<file path="config.mk">
export PLATFORM = sky130hd
export DESIGN_NAME = sr_alu_arb
export DESIGN_NICKNAME = d
export VERILOG_FILES = /design/src/rtl/sr_alu_arb.sv
export SDC_FILE = /design/constraint.sdc
export NUM_CORES = 1
export LEC_CHECK = 0
export CORE_MARGIN = 3
export CORE_UTILIZATION = 40
export CTS_BUF_LIST = sky130_fd_sc_hd__clkbuf_8
export CTS_CLUSTER_DIAMETER = 30
export DETAILED_ROUTE_END_ITERATION = 10
export PLACE_DENSITY = 0.67
export SLEW_MARGIN = 15
export SYNTH_ARGS = -nofsm -noshare
export SYNTH_HDL_FRONTEND = slang
export SYNTH_SLANG_ARGS = --single-unit
</file>
<file path="constraint.sdc">
create_clock -name clk -period 6.89 [get_ports clk]
set_clock_uncertainty 0.1 [all_clocks]
set_input_delay 1.378 -clock clk [delete_from_list [all_inputs] [get_ports clk]]
set_output_delay 1.378 -clock clk [all_outputs]
set_load 0.005 [all_outputs]
</file>
<file path="src/rtl/sr_alu_arb.sv">
// sr_alu_arb: two-port valid/ready arbiter in front of one shared sr_alu.
// Round-robin grant when both requesters are valid, single registered
// response slot tagged with the requester id, sticky KSLL8 saturation flag.
//
// Ports:
//   clk, rst                 clock, async active-high reset
//   req_valid[1:0]           requester i presents an operation
//   req_ready[1:0]           requester i accepted this cycle (one-hot or zero)
//   req{0,1}_src_a/src_b     32-bit operands
//   req{0,1}_oper            3-bit ALU operation code
//   resp_valid/resp_ready    response slot handshake
//   resp_id                  requester that issued the held response
//   resp_result/resp_zero    ALU result and zero flag
//   resp_ov                  KSLL8 saturation indicator (0 for other ops)
//   sat_flag/sat_clr         sticky saturation flag and its clear

package sr_cpu_pkg;
    localparam logic [2:0] ALU_ADD   = 3'b000;
    localparam logic [2:0] ALU_OR    = 3'b001;
    localparam logic [2:0] ALU_SRL   = 3'b010;
    localparam logic [2:0] ALU_SLTU  = 3'b011;
    localparam logic [2:0] ALU_SUB   = 3'b100;
    localparam logic [2:0] ALU_KSLL8 = 3'b101;

    typedef struct packed {
        logic [31:0] src_a;
        logic [31:0] src_b;
        logic [2:0]  oper;
    } alu_req_t;
endpackage

// One signed byte lane of KSLL8: shift left, saturate to the int8 range.
module sr_ksll8_lane #(
    parameter int VEC_W = 8
) (
    input  logic [VEC_W-1:0] a,
    input  logic [2:0]       sh,
    output logic [VEC_W-1:0] y,
    output logic             ov
);
    logic [2*VEC_W-1:0] wide;
    logic [VEC_W:0]     top;

    assign wide = {{VEC_W{a[VEC_W-1]}}, a} << sh;
    // Result fits iff everything above the new sign bit is a sign copy.
    assign top  = wide[2*VEC_W-1:VEC_W-1];
    assign ov   = !((&top) || !(|top));
    assign y    = ov ? (a[VEC_W-1] ? {1'b1, {(VEC_W-1){1'b0}}}
                                   : {1'b0, {(VEC_W-1){1'b1}}})
                     : wide[VEC_W-1:0];
endmodule

module sr_alu #(
    parameter int NUM_LANES = 4,
    parameter int VEC_W     = 8
) (
    input  logic [31:0] src_a,
    input  logic [31:0] src_b,
    input  logic [2:0]  oper,
    output logic [31:0] result,
    output logic        zero,
    output logic        ov
);
    import sr_cpu_pkg::*;

    logic [NUM_LANES-1:0][VEC_W-1:0] lane_a, lane_y;
    logic [NUM_LANES-1:0]            lane_ov;
    logic [31:0]                     sum, diff;

    assign lane_a = src_a;

    genvar gi;
    generate
        for (gi = 0; gi < NUM_LANES; gi++) begin : g_lane
            sr_ksll8_lane #(.VEC_W(VEC_W)) u_lane (
                .a  (lane_a[gi]),
                .sh (src_b[2:0]),
                .y  (lane_y[gi]),
                .ov (lane_ov[gi])
            );
        end
    endgenerate

    assign sum  = src_a + src_b;
    assign diff = src_a - src_b;

    // ov is also raised for signed add/sub overflow; the arbiter masks it.
    always_comb begin
        result = '0;
        ov     = 1'b0;
        case (oper)
            ALU_ADD: begin
                result = sum;
                ov     = (src_a[31] == src_b[31]) && (sum[31] != src_a[31]);
            end
            ALU_OR:   result = src_a | src_b;
            ALU_SRL:  result = src_a >> src_b[4:0];
            ALU_SLTU: result = {31'b0, src_a < src_b};
            ALU_SUB: begin
                result = diff;
                ov     = (src_a[31] != src_b[31]) && (diff[31] != src_a[31]);
            end
            ALU_KSLL8: begin
                result = lane_y;
                ov     = |lane_ov;
            end
            default: ;
        endcase
    end

    assign zero = (result == 32'b0);
endmodule

module sr_alu_arb (
    input  logic        clk,
    input  logic        rst,
    input  logic [1:0]  req_valid,
    output logic [1:0]  req_ready,
    input  logic [31:0] req0_src_a,
    input  logic [31:0] req0_src_b,
    input  logic [2:0]  req0_oper,
    input  logic [31:0] req1_src_a,
    input  logic [31:0] req1_src_b,
    input  logic [2:0]  req1_oper,
    output logic        resp_valid,
    input  logic        resp_ready,
    output logic        resp_id,
    output logic [31:0] resp_result,
    output logic        resp_zero,
    output logic        resp_ov,
    output logic        sat_flag,
    input  logic        sat_clr
);
    import sr_cpu_pkg::*;

    alu_req_t    req0, req1, sel;
    logic        free, xfer, rr;
    logic [1:0]  grant;
    logic [31:0] alu_result;
    logic        alu_zero, alu_ov, sat_hit;

    assign req0 = '{src_a: req0_src_a, src_b: req0_src_b, oper: req0_oper};
    assign req1 = '{src_a: req1_src_a, src_b: req1_src_b, oper: req1_oper};

    assign free = !resp_valid || resp_ready;

    always_comb begin
        grant = 2'b00;
        if (free) begin
            case (req_valid)
                2'b01:   grant = 2'b01;
                2'b10:   grant = 2'b10;
                2'b11:   grant = rr ? 2'b10 : 2'b01;
                default: grant = 2'b00;
            endcase
        end
    end

    assign req_ready = grant;
    assign xfer      = |grant;
    // With no grant the mux still feeds req0; nothing is registered then.
    assign sel       = grant[1] ? req1 : req0;

    sr_alu u_alu (
        .src_a  (sel.src_a),
        .src_b  (sel.src_b),
        .oper   (sel.oper),
        .result (alu_result),
        .zero   (alu_zero),
        .ov     (alu_ov)
    );

    assign sat_hit = (sel.oper == ALU_KSLL8) && alu_ov;

    always_ff @(posedge clk or posedge rst) begin
        if (rst) begin
            resp_valid  <= 1'b0;
            resp_id     <= 1'b0;
            resp_result <= '0;
            resp_zero   <= 1'b0;
            resp_ov     <= 1'b0;
            rr          <= 1'b0;
        end else if (xfer) begin
            resp_valid  <= 1'b1;
            resp_id     <= grant[1];
            resp_result <= alu_result;
            resp_zero   <= alu_zero;
            resp_ov     <= sat_hit;
            rr          <= !grant[1];
        end else if (resp_ready) begin
            resp_valid  <= 1'b0;
        end
    end

    always_ff @(posedge clk or posedge rst) begin
        if (rst)
            sat_flag <= 1'b0;
        else if (xfer && sat_hit)
            sat_flag <= 1'b1;
        else if (sat_clr)
            sat_flag <= 1'b0;
    end
endmodule

</file>
Word level (Yosys, flattened, before mapping)
Cells that the tools add are included.
Storage, ports and cells
  flip-flop bits (word level): 38
Operators by class
  shifts and indexed selects: 5
  reductions and logical operators: 33
  multiplexer cells: 18
  $add $sub $neg: 2
  bitwise logic cells: 1
  equality and inequality tests: 12
  $lt $le $gt $ge: 1
Operators by type and width (count)
  32-bit case mux with 6 select lines: 1
  67-bit two-way mux: 1
  8-bit two-way mux: 8
  16-bit by 3-bit left shift with 16-bit output: 4
  9-bit AND reduction: 4
  9-bit OR reduction: 4
  32-bit adder: 1
  32-bit logical NOT: 1
  32-bit < comparator: 1
  32-bit bitwise OR: 1
  32-bit by 5-bit >> shifter with 32-bit output: 1
  32-bit subtractor: 1
  1-bit logical NOT: 10
  3-bit by 2-bit == test with 1-bit output (second input constant): 2
  3-bit == test (second input constant): 2
  2-bit case mux with 3 select lines: 1
  1-bit logical OR: 5
  2-bit == test (second input constant): 2
  1-bit logical AND: 4
  1-bit two-way mux: 4
  2-bit two-way mux: 2
  2-bit nonzero test: 2
  4-bit OR reduction: 1
  3-bit by 1-bit == test with 1-bit output (second input constant): 1
  6 further kinds: 8

Longest topological paths before layout
Gate-level depths: netlist of the first run.
  depth after elaboration: 14
  mapped depth: 28
  mapped depth without buffers: 20

Hierarchy
From an unflattened synthesis of the first run, not the netlist that was laid out.
Unflattened totals
  cell total of the unflattened synthesis: 1467
  area, all modules: 11255.8 um^2
Modules (own cells, without submodules)
  sr_alu: cells an instance 996, area each 6834.1 um^2, seq. area each 0.0 um^2, times used 1
  sr_alu_arb: cells an instance 175, area each 2354.8 um^2, seq. area each 950.9 um^2, times used 1
  sr_ksll8_lane: cells an instance 74, area each 516.7 um^2, seq. area each 0.0 um^2, times used 4

Worst setup path before layout of the first run
Ideal clock, no wire load.
  kind: input to register
  start: input port req_valid[0]
  end: register resp_zero
  library setup time: 0.065 ns
  arrival time: 6.827 ns
  stages on the path: 26
  data required time: 6.725 ns
  buffers on the path: 9
  setup slack: -0.101 ns
  cell sequence: nand2b_1 -> buf_4 -> nand3_2 -> buf_6 -> buf_2 -> buf_1 -> buf_2 -> clkbuf_1 -> buf_1 -> clkbuf_1 -> nand2_1 -> nand2_1 -> ha_1 -> buf_2 -> or3_1 -> or4_1 -> a31oi_1 -> o31ai_1 -> and2_4 -> a221o_1 -> a21o_1 -> nor4b_1 -> nand4_1 -> or4_1 -> nor2_1 -> a21o_1
Between the ends
  word-level cells in the longest chain between the ends: 11
  elaborated cells between the ends (all ways): 48
RTL lines
  start: declaration: RTL line 117  | input logic [1:0] req_valid,
  2-bit == test or 2-bit by 1-bit == test with 1-bit output (tied branches): RTL line 150  | case (req_valid)
  2-bit case mux with 3 select lines (*): RTL line 150
  2-bit two-way mux (*): RTL line 149  | if (free) begin
  parallel branches: the longest is 8 deep, another holds 32-bit subtractor
  end signal: assignment: RTL line 187  | resp_zero <= alu_zero;
  end: declaration: RTL line 129  | output logic resp_zero,
Mark *: on every way between the ends.
A chain may end at the register's enable or synchronous reset.

Worst setup path in the final report of the first run
Ends and elaborated chain as after synthesis.

==> metrics.cfg, run 1 <==
[synth]
dominantRegCellSynth = dfrtp_1
synth_cell_types = 93
syn-num-nets = 2161
synthArstFlopShare_pct = 100.0
syn_area_per_cell_um2 = 7.298
ys_warn_count = 0
synth_area_um2 = 14010
synth_seq_area_share_pct = 6.786
syn_inst = 1920
synth.ff_latch_count = 38
synth_edf_count = 0

[floorplan]
dieArea_um2 = 37310
pin_count = 179
dieHeight_um = 193.2
core_um2 = 34040
initial_core_util_pct = 41.17
fp-row-count = 67
fp.dieW_um = 193.2

[worst_hold_path]
min-delay-start = resp_id
hp-class = reg -> reg

[clocking]
cts_hold_buf = 0
post-cts-setup-buffers = 0
numCtsBuffers = 5
clock_sinks = 38
root_buffer = clkbuf_8
cts_tree = done
cts_buffer_depth = 2
clk_latency_ns = 0.33
htree_levels = 2
cts_resized = 0
clk_pin_slew_ns = 0.10

[worst_setup_path]
reg2reg_from = rr
crit_required_ns = 7.07
end_kind = flip-flop
cp-start-kind = primary input
path_max_fanout = 78
crit_start = req_valid[0]
crit_type = in -> reg
arrival_ns = 6.81

[final_layout]
area_delta_synth_final_pct = 21.40
layout_common_cells = nand2_1 (242), clkdlybuf4s50_1 (174), buf_4 (165)
drive_gt1_share_pct = 15.93
layout.nets = 2356
final_common_cell = nand2_1

[timing]
min_period_ns = 6.636
final_hold_viol_count = 0
fin_setup_tns_ns = 0
rsz0062_at_grt = no
max_slew_margin_pct = 17.04
worst_pin_slew_ns = 1.227
slew_violations = 0
clock.fmax_mhz = 150.7
post-route-period-util_pct = 96.32
finalSetupViolCount = 0

[placement]
portBuffers = 178
place_congestion = 1.051
dp_hpwl_um = 59240

[power_and_ir_drop]
vdd_ir_drop_max_uv = 101.9
leakage_nw = 7.403
powerDensity_nw_per_um2 = 196.4
finalPower_mw = 3.341

[grt]
grt_max_degree = 81
gr-total-overflow = 0
grt_pass1_vias = 16100
grt_usage_pct = 39.21
grt_pass1_wl_um = 109100
antenna_found_initial = 1

[drt]
antenna_left = 0
routed-via-count = 17340
dr.pass1.iters = 6
wl_per_cell_um = 29.48
first_iter_violations = 2477
avgViaCountPerCell = 6.759
wirelength_um = 75600
drc = 0

[run]
max-cap-violations = 0

[run_status]
outcome = finished, final reports clean

-- kinds of logic (layout without fill, tap and decap cells) --
kind of cell | count (synthesis) | count (layout) | synth area share [%]
and+or+nand+nor | 704 | 704 | 24.01
AOI/OAI and AO/OA | 542 | 542 | 27.40
buffers and inverters | 263 | 459 | 8.420
muxes | 256 | 256 | 23.26
adders and majority gates | 101 | 101 | 9.126
DFF | 38 | 38 | 6.786
xor gates and xnor gates | 16 | 16 | 1.000
other | 0 | 1 | 0
-- per-stage QoR --
| step | worst slack, ns | cells | utilization, % | cell area (um^2) | hold WS [ns] |
|---|---|---|---|---|---|
| floorplan | 0.006300 | 1920 | - | 14020 | 0.3699 |
| global placement | 0.1465 | 2556 | 49.69 | 16910 | 0.3634 |
| detailed placement | 0.04015 | 2556 | 49.69 | 16910 | 0.3769 |
| CTS | 0.3895 | 2564 | 49.97 | 17010 | 0.3987 |
| global route | 0.07825 | 2564 | 49.97 | 17010 | 0.4194 |
| finish | 0.2535 | 2565 | 49.98 | 17010 | 0.3951 |
-- worst max-delay path, stage by stage --
cell and delay (ns):
clkdlybuf4s50_1 0.56, nand2b_1 0.16, nand3_4 0.15, buf_12 0.40, mux2i_1 0.47, inv_1 0.18, fa_1 0.44, nor2b_1 0.19
o221ai_1 0.22, buf_4 0.20, a31o_2 0.27, o21ai_0 0.46, o31a_1 0.26, o221ai_1 0.13, a221o_1 0.36, a211oi_1 0.21
nand4_1 0.13, or4_1 0.41, nor2_1 0.12, a21o_1 0.09
-- power by group --
| part | total, mW | leakage, nW | internal [mW] | switching, mW |
|---|---|---|---|---|
| Sequential | 0.372 | 0.445 | 0.313 | 0.0585 |
| Combinational | 2.78 | 6.91 | 1.13 | 1.65 |
| Clock | 0.186 | 0.0472 | 0.0809 | 0.105 |
-- flip-flops by register name, indices dropped and copies added, names as in the netlist --
register     count
rr               1
resp_result     32
resp_ov          1
sat_flag         1
resp_zero        1
resp_id          1
resp_valid       1
-- final timing paths --
check	end	slack (ns)	depth (start not counted)
setup / recovery	resp_zero	0.25	20
hold / removal	resp_id	0.40	2
max in group asynchronous	resp_result[28]	4.91	3
min in group asynchronous	resp_result[26]	1.40	3
hold reg to reg	resp_id	0.40	2
setup reg to reg	resp_zero	1.33	19
-- synth_stat cells, types with 25 or more instances --
master | instances | area share (%)
mux2i_1 | 138 | 9.9
o211ai_1 | 25 | 1.3
ha_1 | 99 | 8.8
mux4_2 | 44 | 7.1
a211oi_1 | 26 | 1.4
nand3_1 | 47 | 1.7
nor2_1 | 164 | 4.4
nand2_1 | 243 | 6.5
clkbuf_1 | 83 | 2.2
dfrtp_1 | 38 | 6.8
inv_1 | 97 | 2.6
a21oi_1 | 116 | 4.1
nor2b_1 | 31 | 1.4
mux2_2 | 65 | 5.2
a31oi_1 | 37 | 1.7
buf_2 | 36 | 1.3
nor3_1 | 44 | 1.6
o21ai_0 | 75 | 2.7
-- metal layers --
metal  vias up  global-route usage [%]  part of all wire [%]
li1       7584                       -                     -
met1      8312                   54.32                    41
met2      1239                   62.22                    44
met3       201                   5.731                    10
met4         0                   13.80                   4.5
met5         -                       0                     0
-- final cells by class --
type	count	area, um^2
clock buffer	6	82.58
antenna	1	2.502
clock inverter	2	12.51
tap	448	560.5
timing repair buffer	347	3110
fill	3494	17030
sequential	38	950.9
inverter	104	392.9
multi-input combinational	1619	11900
(Power assumes the default switching activity.)
==> run 2: changes to the inputs <==
GPL_TIMING_DRIVEN = 1   (was unset)
==> results of run 2 <==
Final layout, timing and power as in run 1 (identical DEF).
==> run 3: changes to the inputs <==
REMOVE_ABC_BUFFERS = 1   (was unset)
SLEW_MARGIN = 20   (was 15)
==> run 3 against run 2 <==
Worst setup slack worse by 0.065 ns. First-iteration DRC count down 12%. Non-clock buffer count down 1. Wire length up 2.8%. Clock power up 28%. Cell count about the same.
==> metrics.cfg, run 3 (synthesis gave the netlist of run 1 again) <==
[final_layout]
utilization_pct = 50.14
area_delta_synth_final_pct = 21.79
largest_reg_flops = 32
final_common_cell = nand2_1
final_area_um2 = 17070
layout_common_cells = nand2_1 (242), clkdlybuf4s50_1 (174), buf_4 (165)
drive_gt1_share_pct = 16.12
top_register = resp_result
layout.nets = 2355

[timing]
finalSetupViolCount = 0
min_period_ns = 6.701
max_slew_margin_pct = 28.96
clock.fmax_mhz = 149.2
final_hold_viol_count = 0
hold_slack_ns = 0.3935
worst_pin_slew_ns = 1.066
rsz0062_at_grt = no
post-route-period-util_pct = 97.26
slew_violations = 0

[worst_setup_path]
slowest_delay_ns = 0.61
crit_required_ns = 7.05
end_kind = flip-flop
cp_cell_sequence = clkdlybuf4s50_1 -> nand2b_1 -> nand3_4 -> buf_12 -> mux2i_2 -> inv_1 -> ha_1 -> or4_1 -> a31oi_1 -> o31ai_1 -> buf_4 -> and2_4 -> a221o_1 -> a21o_1 -> nor4b_1 -> buf_4 -> nand4_1 -> or4_1 -> nor2_1 -> a21o_1
slowest_stage = or4_1
path_max_fanout = 50
cp_top_family = simple AND/OR/NAND/NOR gates
cp-start-kind = primary input
arrival_ns = 6.86
critPathBufInv = 5
ff2ff_setup_slack_ns = 1.32
crit_type = in -> reg

[drt]
dr.pass1.iters = 6
avgViaCountPerCell = 6.695
wl_met3_um = 8105
routed-via-count = 17170
wl_per_cell_um = 30.31
drc = 0
wirelength_um = 77720
routed.top_layer = met5
first_iter_violations = 2180
wl_met2_um = 33500
wl_met1_um = 31980
antenna_left = 0

[floorplan]
dieArea_um2 = 37310
dieHeight_um = 193.2
initial_core_util_pct = 41.17
pin_count = 179
core_um2 = 34040
fp-row-count = 67
fp.dieW_um = 193.2

[clocking]
htree_levels = 2
cts_buffer_depth = 2
clk_pin_slew_ns = 0.09
root_buffer = clkbuf_8
numCtsBuffers = 5
cts_tree = done
cts_hold_buf = 0
clk_latency_ns = 0.31
clock_sinks = 38

[placement]
dpl_cell_area_um2 = 16880
portBuffers = 178
dp_hpwl_um = 62230
place_congestion = 1.039

[power_and_ir_drop]
finalPower_mw = 3.419
powerDensity_nw_per_um2 = 200.3
vdd_ir_drop_max_uv = 151.1
leakage_nw = 7.416

[worst_hold_path]
hp-class = reg -> reg

[run]
max-cap-violations = 0

[grt]
grt_pass1_vias = 16390
grt_max_degree = 81
grt_pass1_wl_um = 112000
gr-total-overflow = 0
antenna_found_initial = 2
grt_usage_pct = 40.54

[run_status]
outcome = finished, final reports clean

## run 3: changes by cell type in the layout (fill, tap and decap cells not counted), sizes merged
cell,delta
clkinvlp,-1
buf,-1
clkbuf,-1
bufinv,+2
## run 3: final cells by class
type | count | area (um^2)
timing repair buffer | 346 | 3090
clock buffer | 5 | 68.82
antenna | 1 | 2.502
sequential | 38 | 950.9
tap | 448 | 560.5
clock inverter | 3 | 68.82
fill | 3427 | 16970
inverter | 104 | 392.9
multi-input combinational | 1619 | 11930
## run 3: final timing paths
check	to	from	cells past startpoint
min reg2reg	resp_ov	resp_ov	2
max in group asynchronous	resp_result[24]	rst	3
max	resp_zero	resp_ready	20
max reg2reg	resp_zero	rr	19
min	resp_ov	resp_ov	2
min in group asynchronous	resp_result[22]	rst	3
## run 3: power by group
| part | internal (mW) | switching, mW |
|---|---|---|
| Combinational | 1.13 | 1.69 |
| Sequential | 0.313 | 0.0546 |
| Clock | 0.145 | 0.0929 |
| Total | 1.59 | 1.83 |
## run 3: through the flow
stage | instances | setup TNS, ns | worst slack, ns
after floorplan | 1761 | -60.46 | -2.702
after global placement | 2554 | -0.2535 | -0.2535
after detailed placement | 2554 | -0.2638 | -0.2638
after CTS | 2562 | 0 | 0.04214
after global routing | 2564 | 0 | 0.02578
final | 2564 | 0 | 0.1885
## run 3: layer usage
layer  up-vias  track usage (%)
li1       7581                -
met1      8282            54.42
met2      1094            62.79
met3       206            9.637
met4         2            16.16
met5         -                0
## run 3: worst reg2reg max path: stages (launching register included)
cell      delay [ns]
dfrtp_1         0.43
nand2b_1        0.22
nand3_4         0.16
buf_12          0.29
mux2i_2         0.43
inv_1           0.13
ha_1            0.33
or4_1           0.61
a31oi_1         0.34
o31ai_1         0.15
buf_4           0.18
and2_4          0.16
a221o_1         0.35
a21o_1          0.18
nor4b_1         0.37
buf_4           0.20
nand4_1         0.08
or4_1           0.58
nor2_1          0.13
a21o_1          0.09
## run 3: repair_timing
action,4_1_cts,5_1_grt
resized for setup,0,7
setup buffers,0,1
endpoints found under the setup margin,0,1
